`src/rtl/mips_mem_port_arbiter.sv`:
```
// Arbiter sharing one single-ported memory between the MIPS32 IF port and the MEM-stage data port.
// Build option MEMARB_RR_EN: round-robin on contention instead of data priority with an IF starvation guard.
module mips_mem_port_arbiter #(
    parameter int AW         = 10,
    parameter int DW         = 32,
    parameter int MEM_LAT    = 1,
    parameter int STARVE_MAX = 4
) (
    input  logic          clk,
    input  logic          rst_n,
    input  logic          if_req,
    input  logic [AW-1:0] if_addr,
    output logic          if_gnt,
    output logic          if_rvalid,
    output logic [DW-1:0] if_rdata,
    input  logic          d_req,
    input  logic          d_we,
    input  logic [AW-1:0] d_addr,
    input  logic [DW-1:0] d_wdata,
    output logic          d_gnt,
    output logic          d_rvalid,
    output logic [DW-1:0] d_rdata,
    output logic          mem_en,
    output logic          mem_we,
    output logic [AW-1:0] mem_addr,
    output logic [DW-1:0] mem_wdata,
    input  logic [DW-1:0] mem_rdata,
    output logic          busy
);

    typedef enum logic [1:0] {
        S_IDLE,
        S_ACCESS,
        S_WAIT,
        S_RESP
    } state_e;

    // WAIT covers MEM_LAT-1 cycles, counted down to zero.
    localparam logic [1:0] LAT_LOAD = (MEM_LAT > 1) ? 2'(MEM_LAT - 2) : 2'd0;

    state_e        state_q, state_d;
    logic          dwin_q, dwin_d;
    logic          we_q, we_d;
    logic [AW-1:0] addr_q, addr_d;
    logic [DW-1:0] wdata_q, wdata_d;
    logic [1:0]    lat_q, lat_d;
    logic [DW-1:0] if_rdata_q, if_rdata_d;
    logic [DW-1:0] d_rdata_q, d_rdata_d;
    logic          pick_d;

`ifdef MEMARB_RR_EN
    logic last_d_q, last_d_d;
`else
    localparam logic [3:0] STARVE_LIM = 4'(STARVE_MAX);
    logic [3:0] starve_q, starve_d;
`endif

    always_comb begin
        pick_d = d_req;
`ifdef MEMARB_RR_EN
        if (if_req && d_req) begin
            pick_d = !last_d_q;
        end
`else
        if (if_req && d_req) begin
            pick_d = (starve_q != STARVE_LIM);
        end
`endif
    end

    always_comb begin
        state_d    = state_q;
        dwin_d     = dwin_q;
        we_d       = we_q;
        addr_d     = addr_q;
        wdata_d    = wdata_q;
        lat_d      = lat_q;
        if_rdata_d = if_rdata_q;
        d_rdata_d  = d_rdata_q;
`ifdef MEMARB_RR_EN
        last_d_d   = last_d_q;
`else
        starve_d   = starve_q;
`endif
        if_gnt     = 1'b0;
        d_gnt      = 1'b0;
        if_rvalid  = 1'b0;
        d_rvalid   = 1'b0;
        mem_en     = 1'b0;
        mem_we     = 1'b0;
        mem_addr   = '0;
        mem_wdata  = '0;
        busy       = 1'b0;

        unique case (state_q)
            S_IDLE: begin
                if (if_req || d_req) begin
                    dwin_d  = pick_d;
                    we_d    = pick_d && d_we;
                    addr_d  = pick_d ? d_addr : if_addr;
                    wdata_d = pick_d ? d_wdata : '0;
                    state_d = S_ACCESS;
`ifdef MEMARB_RR_EN
                    last_d_d = pick_d;
`else
                    if (if_req) begin
                        if (!pick_d) begin
                            starve_d = '0;
                        end else if (starve_q != STARVE_LIM) begin
                            starve_d = starve_q + 4'd1;
                        end
                    end
`endif
                end
            end
            S_ACCESS: begin
                busy      = 1'b1;
                mem_en    = 1'b1;
                mem_we    = we_q;
                mem_addr  = addr_q;
                mem_wdata = wdata_q;
                if_gnt    = !dwin_q;
                d_gnt     = dwin_q;
                if (we_q) begin
                    state_d = S_IDLE;
                end else if (MEM_LAT > 1) begin
                    state_d = S_WAIT;
                    lat_d   = LAT_LOAD;
                end else begin
                    state_d = S_RESP;
                end
            end
            S_WAIT: begin
                busy = 1'b1;
                if (lat_q == 2'd0) begin
                    state_d = S_RESP;
                end else begin
                    lat_d = lat_q - 2'd1;
                end
            end
            S_RESP: begin
                busy    = 1'b1;
                state_d = S_IDLE;
                if (dwin_q) begin
                    d_rvalid  = 1'b1;
                    d_rdata_d = mem_rdata;
                end else begin
                    if_rvalid  = 1'b1;
                    if_rdata_d = mem_rdata;
                end
            end
            default: begin
                state_d = S_IDLE;
            end
        endcase
    end

    // Read data is forwarded in the RESP cycle and held afterwards.
    assign if_rdata = if_rvalid ? mem_rdata : if_rdata_q;
    assign d_rdata  = d_rvalid ? mem_rdata : d_rdata_q;

    always_ff @(posedge clk or negedge rst_n) begin
        if (!rst_n) begin
            state_q    <= S_IDLE;
            dwin_q     <= 1'b0;
            we_q       <= 1'b0;
            addr_q     <= '0;
            wdata_q    <= '0;
            lat_q      <= '0;
            if_rdata_q <= '0;
            d_rdata_q  <= '0;
`ifdef MEMARB_RR_EN
            last_d_q   <= 1'b0;
`else
            starve_q   <= '0;
`endif
        end else begin
            state_q    <= state_d;
            dwin_q     <= dwin_d;
            we_q       <= we_d;
            addr_q     <= addr_d;
            wdata_q    <= wdata_d;
            lat_q      <= lat_d;
            if_rdata_q <= if_rdata_d;
            d_rdata_q  <= d_rdata_d;
`ifdef MEMARB_RR_EN
            last_d_q   <= last_d_d;
`else
            starve_q   <= starve_d;
`endif
        end
    end

endmodule

```
`config.mk`:
```
export PLATFORM = sky130hd
export DESIGN_NAME = mips_mem_port_arbiter
export DESIGN_NICKNAME = d
export VERILOG_FILES = /design/src/rtl/mips_mem_port_arbiter.sv
export SDC_FILE = /design/constraint.sdc
export NUM_CORES = 1
export LEC_CHECK = 0
export BUFFER_PORTS_ARGS = -buffer_cell sky130_fd_sc_hd__buf_2
export CAP_MARGIN = 5
export CORE_MARGIN = 2
export CORE_UTILIZATION = 45
export CTS_CLUSTER_DIAMETER = 40
export DETAILED_ROUTE_END_ITERATION = 8
export PLACE_DENSITY = 0.76
export SLEW_MARGIN = 20
export SYNTH_ARGS = -nofsm -noshare
export SYNTH_HDL_FRONTEND = slang
export SYNTH_SLANG_ARGS = --single-unit
```
`constraint.sdc`:
```
create_clock -name clk -period 3.2 [get_ports clk]
set_input_delay 0.96 -clock clk [delete_from_list [all_inputs] [get_ports clk]]
set_output_delay 0.96 -clock clk [all_outputs]
set_load 0.1 [all_outputs]
```
== Word level (Yosys, flattened, before mapping) ==
Index checks and enable logic that the tools add are counted.

* Register bits: 116
* Input bits: 89
* Output and inout port bits: 113

* Add/sub/neg operators: 2
* Equal/unequal tests: 7
* Muxes and demuxes: 22
* Bitwise operators: 2
* Reductions and logical operators: 13

{| class="wikitable"
|+ Operators by type and width
! cell !! number
|-
| $mux W32 || 4
|-
| $mux W10 || 2
|-
| $mux W1 || 10
|-
| $reduce_and A2 Y1 || 5
|-
| $mux W4 || 2
|-
| $pmux W2 S4 || 1
|-
| $mux W2 || 3
|-
| $add A4 B1 Y4 const B || 1
|-
| $eq A2 B2 Y1 const B || 2
|-
| $logic_not A2 Y1 || 2
|-
| $ne A2 B2 Y1 const B || 2
|-
| $ne A4 B3 Y1 const B || 1
|-
| $reduce_and A4 Y1 || 1
|-
| $reduce_or A3 Y1 || 1
|-
| $eq A2 B1 Y1 const B || 1
|-
| $logic_and A1 B1 Y1 || 2
|-
| $ne A2 B1 Y1 const B || 1
|-
| $not A1 Y1 || 2
|-
| $sub A2 B1 Y2 const B || 1
|-
| $logic_not A1 Y1 || 1
|-
| $logic_or A1 B1 Y1 || 1
|}

== Longest topological paths before layout ==
* Depth after elaboration: 4
* Gate-level depth with buffers: 7
* Depth with buffers taken out: 5

== Worst setup path after synthesis ==
No wires, ideal clock.

* Path type: reg2out
* Start: register state_q[1]
* End: output port mem_wdata[14]
* Data arrival time: 2,626 ps
* Path slack: -386 ps
* Stages on the path, launching flop included: 6
* Path buffers: 2
* Cells stage by stage: dfrtp_1 buf_6 nand2b_1 inv_1 clkbuf_1 and2_1

* Longest elaborated chain between the ends: 2

{| class="wikitable"
|+ Ends and longest elaborated chain
! element !! line !! text
|-
| from (decl) || 41 || <nowiki>state_e state_q, state_d;</nowiki>
|-
| from (signal assigned) || 178 || <nowiki>state_q <= state_d;</nowiki>
|-
| $eq A2 B1 Y1 || 95 || <nowiki>unique case (state_q)</nowiki>
|-
| $mux W32 || 95 ||
|-
| to (decl) || 26 || <nowiki>output logic [DW-1:0] mem_wdata,</nowiki>
|}

Every way passes these cells.

== Worst setup path in the final report ==
* Start: register state_q[0]
* End: output port d_rdata[2]

* Longest elaborated chain between the ends: 3

{| class="wikitable"
|+ Ends and longest elaborated chain
! element !! line !! text
|-
| $eq A2 B2 Y1 || 95 ||
|-
| $mux W1 || 95 ||
|-
| $mux W32 || 160 || <nowiki>assign d_rdata = d_rvalid ? mem_rdata : d_rdata_q;</nowiki>
|-
| to (decl) || 22 || <nowiki>output logic [DW-1:0] d_rdata,</nowiki>
|}

Every way passes these cells.

==> out/results.ini <==
[run_status]
status = finished, final reports clean

[critical_path]
critPathRequiredTime_ns = 2.24
crit_path_cell_trace = nand3_1 > buf_12 > mux2_2 > buf_2
worstSetupEndpointType = output port
crit_arrival_ns = 2.06
worst_path_largest_cell_delay_ns = 0.45
cp_max_fo = 33
cp-start-kind = register
cp.buffers_inverters = 2
cp_slowest_cell = dfrtp_1
critical-path-top-delay-family = buffers and inverters
startpoint = state_q[0]
crit_type = reg -> out
timing.rr.start = starve_q[0]
reg2reg_setup_slack_ns = 0.98

[sta]
tns_ns = 0
fmax_ghz = 0.332
post-route-period-util = 0.942
hold_viol_final = 0
fin_skew_ns = 0.0126
drv_slew = 0
setup_viol = 0
maxSlewHeadroom = 0.430
min_period_ns = 3.02
worst_pin_slew_ns = 0.854
whs_ns = 0.490
setup_ws_ns = 0.184
rsz0062_at_grt = no

[die]
num_io_pins = 202
die_w_um = 107
core_area_mm2 = 0.0104
rows = 37
start_util = 0.465
die_y_um = 107
die_area_mm2 = 0.0116

[clock_network]
cts_tree = built
clk_pin_slew_ns = 0.06
clock_sinks = 116
ctsHoldBuffers = 0
cts-htree-levels = 4
clock_latency_ns = 0.50
cts_buffers = 17
clock-root-buffer = clkbuf_8
clk_path_buf_depth = 2

[cells_and_area]
antennaDiodeCount = 0
area_delta_synth_final_pct = 58.7
final_nets = 671
utilization = 0.737
mostFrequentLayoutCells = 132 x buf_2, 116 x dfrtp_1, 72 x buf_12
drive_gt1_frac = 0.524
layout_commonest_cell = buf_2

[route]
first_pass_iters = 5
drc_errors = 0
ant_nets = 0
drtIter0Drc = 204
wirelength_um = 12900
vias = 3800
drt-wirelength-per-cell_um = 17.8
via_per_inst = 5.22

[global_routing]
grt_max_degree = 64
grt_overflow = 0
grt_usage = 0.231
antenna_found_initial = 0
grt_pass1_vias = 4005
grt_pass1_wl_um = 20600

[yosys]
synth-warning-count = 0
synth_top_area_frac = 0.602
ys_seq_area_frac = 0.602
syn_inst = 374
synth_cell_types = 30
netlist_area_mm2 = 0.00482
synth_seq_cells = 116
ys_top_cells_by_area = dfrtp_1 60%, mux2_2 15%, a22o_1 6.2%
avgSynthCellArea_um2 = 12.9
synth_top_area_cell = dfrtp_1
syn-num-nets = 466

[place]
post-place-ws_ns = 0.580
portBuffers = 201
hpwl_um = 9270
gp_congestion = 0.844

[job]
drv_cap = 0

[min_path]
hold_path_class = reg -> reg
hold_start = d_rdata_q[29]

[cells by family after synthesis]
family,after synthesis,synth area share
AO/OA/AOI/OAI,73,0.106
XOR/XNOR,1,0.00182
adder cells (fa/ha/maj),3,0.00779
buffers and inverters,38,0.0335
flip-flops,116,0.602
multiplexers,65,0.152
AND/OR/NAND/NOR,78,0.0963
[path summary, 6_finish.rpt]
kind                                       to  cells after the start
min in group asynchronous       d_rdata_q[29]                      1
worst min-delay path            d_rdata_q[29]                      1
worst max-delay path               d_rdata[2]                      4
worst max register to register     wdata_q[1]                      7
worst min register to register  d_rdata_q[29]                      1
max in group asynchronous       d_rdata_q[10]                      2
[registers in the layout (all words and copies together) (netlist names)]
| name | cells |
|---|---|
| starve_q | 4 |
| dwin_q | 1 |
| addr_q | 10 |
| state_q | 2 |
| wdata_q | 32 |
| we_q | 1 |
| d_rdata_q | 32 |
| lat_q | 2 |
| if_rdata_q | 32 |
[routing by layer]
layer  vias up  track usage  wire length, um
li1       1735            -                -
met4         0       0.0861              192
met2       190        0.389             6530
met3        18       0.0884             1250
met5         -            0                0
met1      1857        0.266             4960
[layout make-up]
type	count	area (um^2)
Clock buffer	19	432
Clock inverter	13	173
Fill cell	618	2720
Inverter	11	45.0
Multi-Input combinational cell	220	1750
Sequential cell	116	2900
Tap cell	136	170
Timing Repair Buffer	213	2170
[per-stage QoR]
stage               cell area (um^2)  std cells
finish                          7650        728
global route                    7650        728
CTS                             7630        726
detailed placement              7020        694
global placement                7020        694
floorplan                       4820        374
[synthesized netlist by cell type]
cell type and n:
nand3b_1 1, o21ai_0 13, mux2_2 64, nand2_1 4, nor2b_1 1, o22ai_1 3
or3b_1 1, clkbuf_2 1, o21ai_1 1, nand3_1 13, xnor2_1 1, clkbuf_1 17
and3_1 1, a31oi_1 11, nand4b_1 1, and2_1 45, mux2i_1 1, or3_1 1
nand2b_1 5, or2_2 1, a21oi_1 10, a22o_1 34, dfrtp_1 116, buf_6 1
ha_1 3, and4b_1 1, inv_1 11, a21o_1 1, buf_2 8, nor2_1 3
[timing repair]
item / in CTS / in global routing
endpoints found under the setup margin: 1 / 23
cloned: 0 / 0
buffers inserted: 0 / 2
endpoints found under the hold margin: 0 / 0
gates resized for setup: 1 / 0
Power is not shown: default switching activity piles up to over one toggle a cycle in this logic, so the estimate is an artifact.
